<file path="config.mk">
export PLATFORM = sky130hd
export DESIGN_NAME = outport_display_driver
export DESIGN_NICKNAME = d
export VERILOG_FILES = /design/src/rtl/outport_display_driver.sv
export SDC_FILE = /design/constraint.sdc
export NUM_CORES = 1
export LEC_CHECK = 0
export CELL_PAD_IN_SITES_DETAIL_PLACEMENT = 0
export CELL_PAD_IN_SITES_GLOBAL_PLACEMENT = 1
export CORE_MARGIN = 10
export CORE_UTILIZATION = 25
export DETAILED_ROUTE_END_ITERATION = 12
export DONT_BUFFER_PORTS = 1
export GPL_TIMING_DRIVEN = 0
export PLACE_DENSITY = 0.47
export SYNTH_ARGS = -nofsm -noshare
export SYNTH_HDL_FRONTEND = slang
export SYNTH_SLANG_ARGS = --single-unit
</file>
<file path="constraint.sdc">
create_clock -name Clock -period 2.2 [get_ports Clock]
set_clock_uncertainty 0.05 [all_clocks]
set_input_delay 0.66 -clock Clock [delete_from_list [all_inputs] [get_ports Clock]]
set_output_delay 0.66 -clock Clock [all_outputs]
set_load 0.02 [all_outputs]
</file>
<file path="src/rtl/outport_display_driver.sv">
// Shows the last word written to OUTPORT on two seven-segment digits, one byte per page.
// A page timer steps through the four bytes; decimal points flag Run status and page 0.
module outport_display_driver #(
  parameter int PAGE_CYCLES = 50000000,
  parameter bit AUTO_PAGE   = 1'b1,
  parameter bit ACTIVE_LOW  = 1'b1
) (
  input  logic        Clock,
  input  logic        Reset,
  input  logic [31:0] outportData,
  input  logic        outportWrite,
  input  logic        Run,
  input  logic        Blank,
  output logic [7:0]  seg0out,
  output logic [7:0]  seg1out,
  output logic [1:0]  page
);

  localparam int              TW         = $clog2(PAGE_CYCLES);
  localparam logic [TW-1:0]   TIMER_LAST = TW'(PAGE_CYCLES - 1);
  localparam logic [7:0]      SEG_OFF    = ACTIVE_LOW ? 8'hFF : 8'h00;

  logic [31:0]   value_q, value_d;
  logic [1:0]    page_q, page_d;
  logic [TW-1:0] timer_q, timer_d;
  logic [7:0]    seg0_q, seg0_d;
  logic [7:0]    seg1_q, seg1_d;

  logic [7:0]    shown_byte;
  logic [7:0]    seg0_raw, seg1_raw;

  // Active-high segment pattern, bit0..6 = a..g.
  function automatic logic [6:0] hex_pattern(input logic [3:0] digit);
    case (digit)
      4'h0:    hex_pattern = 7'h3F;
      4'h1:    hex_pattern = 7'h06;
      4'h2:    hex_pattern = 7'h5B;
      4'h3:    hex_pattern = 7'h4F;
      4'h4:    hex_pattern = 7'h66;
      4'h5:    hex_pattern = 7'h6D;
      4'h6:    hex_pattern = 7'h7D;
      4'h7:    hex_pattern = 7'h07;
      4'h8:    hex_pattern = 7'h7F;
      4'h9:    hex_pattern = 7'h6F;
      4'hA:    hex_pattern = 7'h77;
      4'hB:    hex_pattern = 7'h7C;
      4'hC:    hex_pattern = 7'h39;
      4'hD:    hex_pattern = 7'h5E;
      4'hE:    hex_pattern = 7'h79;
      default: hex_pattern = 7'h71;
    endcase
  endfunction

  // A write restarts the display at page 0 and takes priority over the page timer.
  always_comb begin
    value_d = value_q;
    page_d  = page_q;
    timer_d = timer_q;
    if (outportWrite) begin
      value_d = outportData;
      page_d  = 2'd0;
      timer_d = '0;
    end else if (AUTO_PAGE) begin
      if (timer_q == TIMER_LAST) begin
        timer_d = '0;
        page_d  = page_q + 2'd1;
      end else begin
        timer_d = timer_q + TW'(1);
      end
    end
  end

  always_comb begin
    shown_byte = value_q[8*page_q +: 8];
    seg1_raw   = {page_q == 2'd0, hex_pattern(shown_byte[7:4])};
    seg0_raw   = {Run,            hex_pattern(shown_byte[3:0])};
    seg1_d     = Blank ? SEG_OFF : (ACTIVE_LOW ? ~seg1_raw : seg1_raw);
    seg0_d     = Blank ? SEG_OFF : (ACTIVE_LOW ? ~seg0_raw : seg0_raw);
  end

  // NOTE: all state updates use non-blocking assignments so every flop samples pre-edge values.
  always_ff @(posedge Clock) begin
    if (Reset) begin
      value_q <= '0;
      page_q  <= 2'd0;
      timer_q <= '0;
      seg0_q  <= SEG_OFF;
      seg1_q  <= SEG_OFF;
    end else begin
      value_q <= value_d;
      page_q  <= page_d;
      timer_q <= timer_d;
      seg0_q  <= seg0_d;
      seg1_q  <= seg1_d;
    end
  end

  assign seg0out = seg0_q;
  assign seg1out = seg1_q;
  assign page    = page_q;

endmodule

</file>
# ---- Word-level counts from Yosys, hierarchy flattened
# Memories as Yosys holds them, arrays and structs flattened.
# Index checks and enable logic that the tools add are counted.
dict set report totals {
  mem_count 2
  out_inout_bits 18
  ff_bits 76
  romBits 224
  wordCells 17
  in_bits 37
}
dict set report op_classes {
  addsub 2
  eq_ne 1
  shift 1
  bitwise 2
  reduce_logical 4
}
# name words width read_ports rd_clocked_by_memory_dff write_ports line
set memory_table {}
lappend memory_table {{(no name shown)} 16 7 1 0 0 34} ;# case (digit)
lappend memory_table {{(no name shown)} 16 7 1 0 0 34}
# cell count
set op_table {}
lappend op_table {{$shiftx A32 B6 Y8} 1}
lappend op_table {{$add A26 B1 Y26 const B} 1}
lappend op_table {{$eq A26 B26 Y1 const B} 1}
lappend op_table {{$not A8 Y8} 2}
lappend op_table {{$reduce_or A2 Y1} 2}
lappend op_table {{$reduce_or A3 Y1} 1}
lappend op_table {{$add A2 B1 Y2 const B} 1}
lappend op_table {{$logic_not A2 Y1} 1}

# ---- Logic depth before layout (Yosys ltp)
# An unclocked memory read counts as a cell.
dict set report logic_depth {
  depth_word 3
  depth_mapped 7
  depth_no_buf 6
}

# ---- Worst setup path after synthesis
# OpenSTA, ideal clock, no wires.
dict set report synth_path {
  kind {reg2reg}
  from {register page_q[0], in the netlist page[0]}
  to {register seg0_q[3], in the netlist seg0out[3]}
  stages_incl_launch_ff 8
  t_required_ns 2.023
  t_arrival_ns 2.178
  synth_period_minus_slack_ns 2.355
  setup_ns 0.127
  slack_ns -0.155
  path_buffers 1
  path_cell_list {dfxtp_1 buf_6 mux4_1 inv_1 ha_1 inv_1 mux4_2 nand2b_1}
}
dict set report synth_via {
  elab_chain_len 3
}
# item line
set synth_lines {}
lappend synth_lines {{from (decl)} 24} ;# logic [1:0] page_q, page_d;
lappend synth_lines {{from (signal assigned)} 91} ;# page_q <= page_d;
lappend synth_lines {{$shiftx A32 B6 Y8} 74} ;# shown_byte = value_q[8*page_q +: 8];
lappend synth_lines {{$mem_v2 Z16 W7} -}
lappend synth_lines {{$not A8 Y8} 78} ;# seg0_d = Blank ? SEG_OFF : (ACTIVE_LOW ? ~seg0_raw : seg0_raw);
lappend synth_lines {{to (signal assigned)} 93} ;# seg0_q <= seg0_d;
lappend synth_lines {{to (decl)} 26} ;# logic [7:0] seg0_q, seg0_d;
# Every way passes these cells.
# A chain may end at the register's enable or synchronous reset.

# ---- Worst setup path in the final report
dict set report layout_path {
  from {register page_q[0], in the netlist page[0]}
  to {register seg1_q[3], in the netlist seg1out[3]}
}
dict set report layout_via {
  elab_chain_len 3
}
# item line
set layout_lines {}
lappend layout_lines {{$shiftx A32 B6 Y8} 74}
lappend layout_lines {{$mem_v2 Z16 W7} -}
lappend layout_lines {{$not A8 Y8} 77} ;# seg1_d = Blank ? SEG_OFF : (ACTIVE_LOW ? ~seg1_raw : seg1_raw);
lappend layout_lines {{to (signal assigned)} 94} ;# seg1_q <= seg1_d;
lappend layout_lines {{to (decl)} 27} ;# logic [7:0] seg1_q, seg1_d;
# Every way passes these cells.

==> impl_results.md <==
* Status: finished with violations
* Violated checks: setup timing
* Max-slew violations at 0
* Antenna fix cells at 0
* Final instance area at ~4300 sq um
* Netlist Area Pre-Place at 3490 sq um
* Area growth from synthesis to layout at 22.1%
* FF-to-FF End: seg1out[3]
* Req. time, crit path at ~2.4 ns
* Vias in the first global route at 2,590
* Post-Syn Nets at approximately 410
* CTS tree: built
* Crit path largest cell delay at around 0.60 ns
* Top Ports at 55
* Core area at about 14,000 sq um
* Worst hold path type: primary input to flip-flop
* Std cell rows at 43
* Int Power at 2720 uW
* PwrDens at about 800 nW/um^2
* Clk slew on worst S/H paths at 0.06 ns
* Via total after detailed routing at about 2.6k
* CP top delay family: multiplexers
* GR Util All Layers at under 10%
* Crit share post-route at 101%
* Worst setup SP type: flip-flop
* Post-layout min period at 2.22 ns
* Hold_ws at around 0.33 ns
* Layout cells sized above 1 at ~18%
* CP Cell Sequence: buf_12, mux4_2, inv_2, ha_4, inv_2, mux4_2, nand2b_4
* Die W at ~140 um
* Multi-input gate area at 1880 sq um
* Mapped Cells at 360
* Drt total wl at between 9 and 10 mm
* Area share of the leading cell type in the synthesized netlist at about 44%
* Clock share of power at 50.2%
* ANT nets after route at 0
* Sink Count at 76
* NetSw at about 770 uW
* Drt via density at 4.63
* Longest Clk Path Bufs at 2
* Maximum vdd drop at 0.000636 V
* Port buffer count at 0
* Worst setup margin at -0.0183 ns
* Levels on crit path at 7
* Part of the power in registers at approximately 42%
* DR iter-0 viols at between 90 and 100
* Unique masters post-synth at 35
* Max Fclk at around 0.45 GHz
* Arr. time, crit path at 2.38 ns
* Synth warnings at 0
* GPL Wtd Cong at approximately 0.76
* CP startpoint: page[0]
* R2R depth at 7
* Final Hold Vio Count at 0
* First-pass GRT wire length at between 10 and 15 mm
* Number of synthesized register bits at 76
* Clk_lat worst skew at roughly 0.35 ns
* Worst-Margin Slew at a little under 0.9 ns
* Logic pwr share at 7.4%
* RSZ-0062 raised after global routing: yes
* Root Driver: clkbuf_16
* Synth top area cells: dfxtp_1 44%, mux2i_1 9.2%, nor2_1 5.8%
* Mapped Avg Cell Area at between 9 and 10 sq um
* Register Area at approximately 1500 sq um
* Reg2reg start: page[0]
* Num CTS Buffers at 9
* CP Max Fanout at 5
* DPL Wire Length at approximately 6.6 mm
* Worst slew margin at approximately two fifths
* Initial antenna violation count at 0
* Maxcap violations at 0
* Critical path capture point type: flip-flop
* # fillers at 1,489
* Wire per inst at roughly 16 um
* Leakage at roughly 0.0016 uW
* WP buf/inv at 3
* TNS Setup at -0.0303 ns
* Reg2Reg Setup Slack at -0.02 ns
* Die height at 138 um
* Setup WS pre-CTS at -0.245 ns
* Crit path capture: seg1out[3]
* Aggregate global routing overflow at 0
* Largest net degree at the start of global routing at 13
* Switching share of power at between 20% and 30%
* Residual DRC at 0
* Initial core utilization at between 20% and 30%
* Sequential share of the synthesized area at 43.6%
* H-tree depth at 3
* Die ar. at between 15,000 and 20,000 sq um
* Length of the first detailed-routing pass in iterations at 5
* Slowest cell on crit path: mux4_2
* Final setup violation count at 2
* Area leader, netlist: dfxtp_1
* Placed inst area at ~3700 sq um
* Crit path kind: flip-flop to flip-flop
* Hold Crit Start: Run
* Final-stage net count at approximately 430
* Final Power at 3490 uW
[registers in the layout (all words and copies together), names as in the netlist]
name	cells
page	2
seg0out	8
seg1out	8
timer_q	26
value_q	32
[cells in the final DEF (no fill, tap or decap), types with 10 or more instances in the layout]
master / n
a21oi_1: 22
buf_4: 12
dfxtp_1: 74
mux2i_1: 32
nand2_1: 14
nor2_1: 54
o21ai_0: 16
or3_1: 10
[power by group through the flow]
| stage | Clock (uW) | Sequential, uW | Combinational, uW |
|---|---|---|---|
| 2_1_floorplan | 0 | 1500 | 178 |
| 3_3_place_gp | 0 | 1510 | 224 |
| 3_5_place_dp | 0 | 1510 | 226 |
| 4_1_cts | 1810 | 1480 | 253 |
| 5_1_grt | 1870 | 1490 | 287 |
| 6_report | 1750 | 1480 | 257 |
[layout make-up]
| type | instances | share of cell area (%) |
|---|---|---|
| Sequential cell | 76 | 35.9 |
| Multi-Input combinational cell | 252 | 44.2 |
| Timing Repair Buffer | 12 | 2.71 |
| Clock buffer | 12 | 6.03 |
| Buffer | 20 | 2.68 |
| Inverter | 11 | 0.970 |
| Clock inverter | 4 | 2.23 |
| Tap cell | 180 | 5.29 |
[per-layer routing]
layer | GRT usage, % | share of wire (%) | up-vias
li1 | - | - | 1319
met1 | 12.1 | 45 | 1248
met2 | 14.5 | 45 | 51
met3 | 5.07 | 8.4 | 7
met4 | 3.83 | 1.2 | 0
met5 | 0 | 0 | -
[worst min path at each step]
stage / to / slack [ns] / cells past startpoint
4_1_cts: seg0out[7] / 0.32 / 1
3_5_place_dp: timer_q[0] / 0.40 / 1
5_1_grt: seg0out[7] / 0.32 / 1
3_3_place_gp: timer_q[0] / 0.40 / 1
6_report: seg0out[7] / 0.33 / 1
2_1_floorplan: timer_q[0] / 0.38 / 1
[logic make-up after synthesis]
kind of cell               after synthesis  synth area share [%]
AOI/OAI and AO/OA                       55                  9.22
DFF                                     76                  43.6
muxes                                   43                  16.4
and+or+nand+nor                        129                  18.8
buffers and inverters                   32                  4.13
xor gates and xnor gates                11                  2.76
adders and majority gates               14                  5.03
[synthesized netlist by cell type (all sizes together)]
cell and count:
mux2i 32, nor2b 9, mux2 1, a21oi 22, inv 11, and2 3
or3 10, nand2b 3, mux4 10, nor2 54, nand3 9, nand4 9
xor2 8, and4 4, o31ai 8, dfxtp 76, o21ai 16, a31oi 4
or4 5, clkbuf 8, buf 13, xnor2 3, and3 3, o21bai 1
nor3 3, nand2 14, or2 2, a221o 2, o211ai 2, ha 14
nor4b 1
[what timing repair did]
| item | CTS | global route |
|---|---|---|
| cloned | 1 | 0 |
| buffers inserted | 9 | 2 |
| gates resized for setup | 21 | 4 |
| pin swaps | 2 | 1 |
| hold buffers | 0 | 0 |
| setup endpoints to repair | 25 | 7 |
[through the flow]
step                      utilization, %  std cells
final                               30.9        567
after floorplan                        -        360
after CTS                           30.8        565
after global placement              26.9        540
after detailed placement            26.9        540
after global routing                30.9        567
Note: power is estimated with default switching activity, not from simulation.
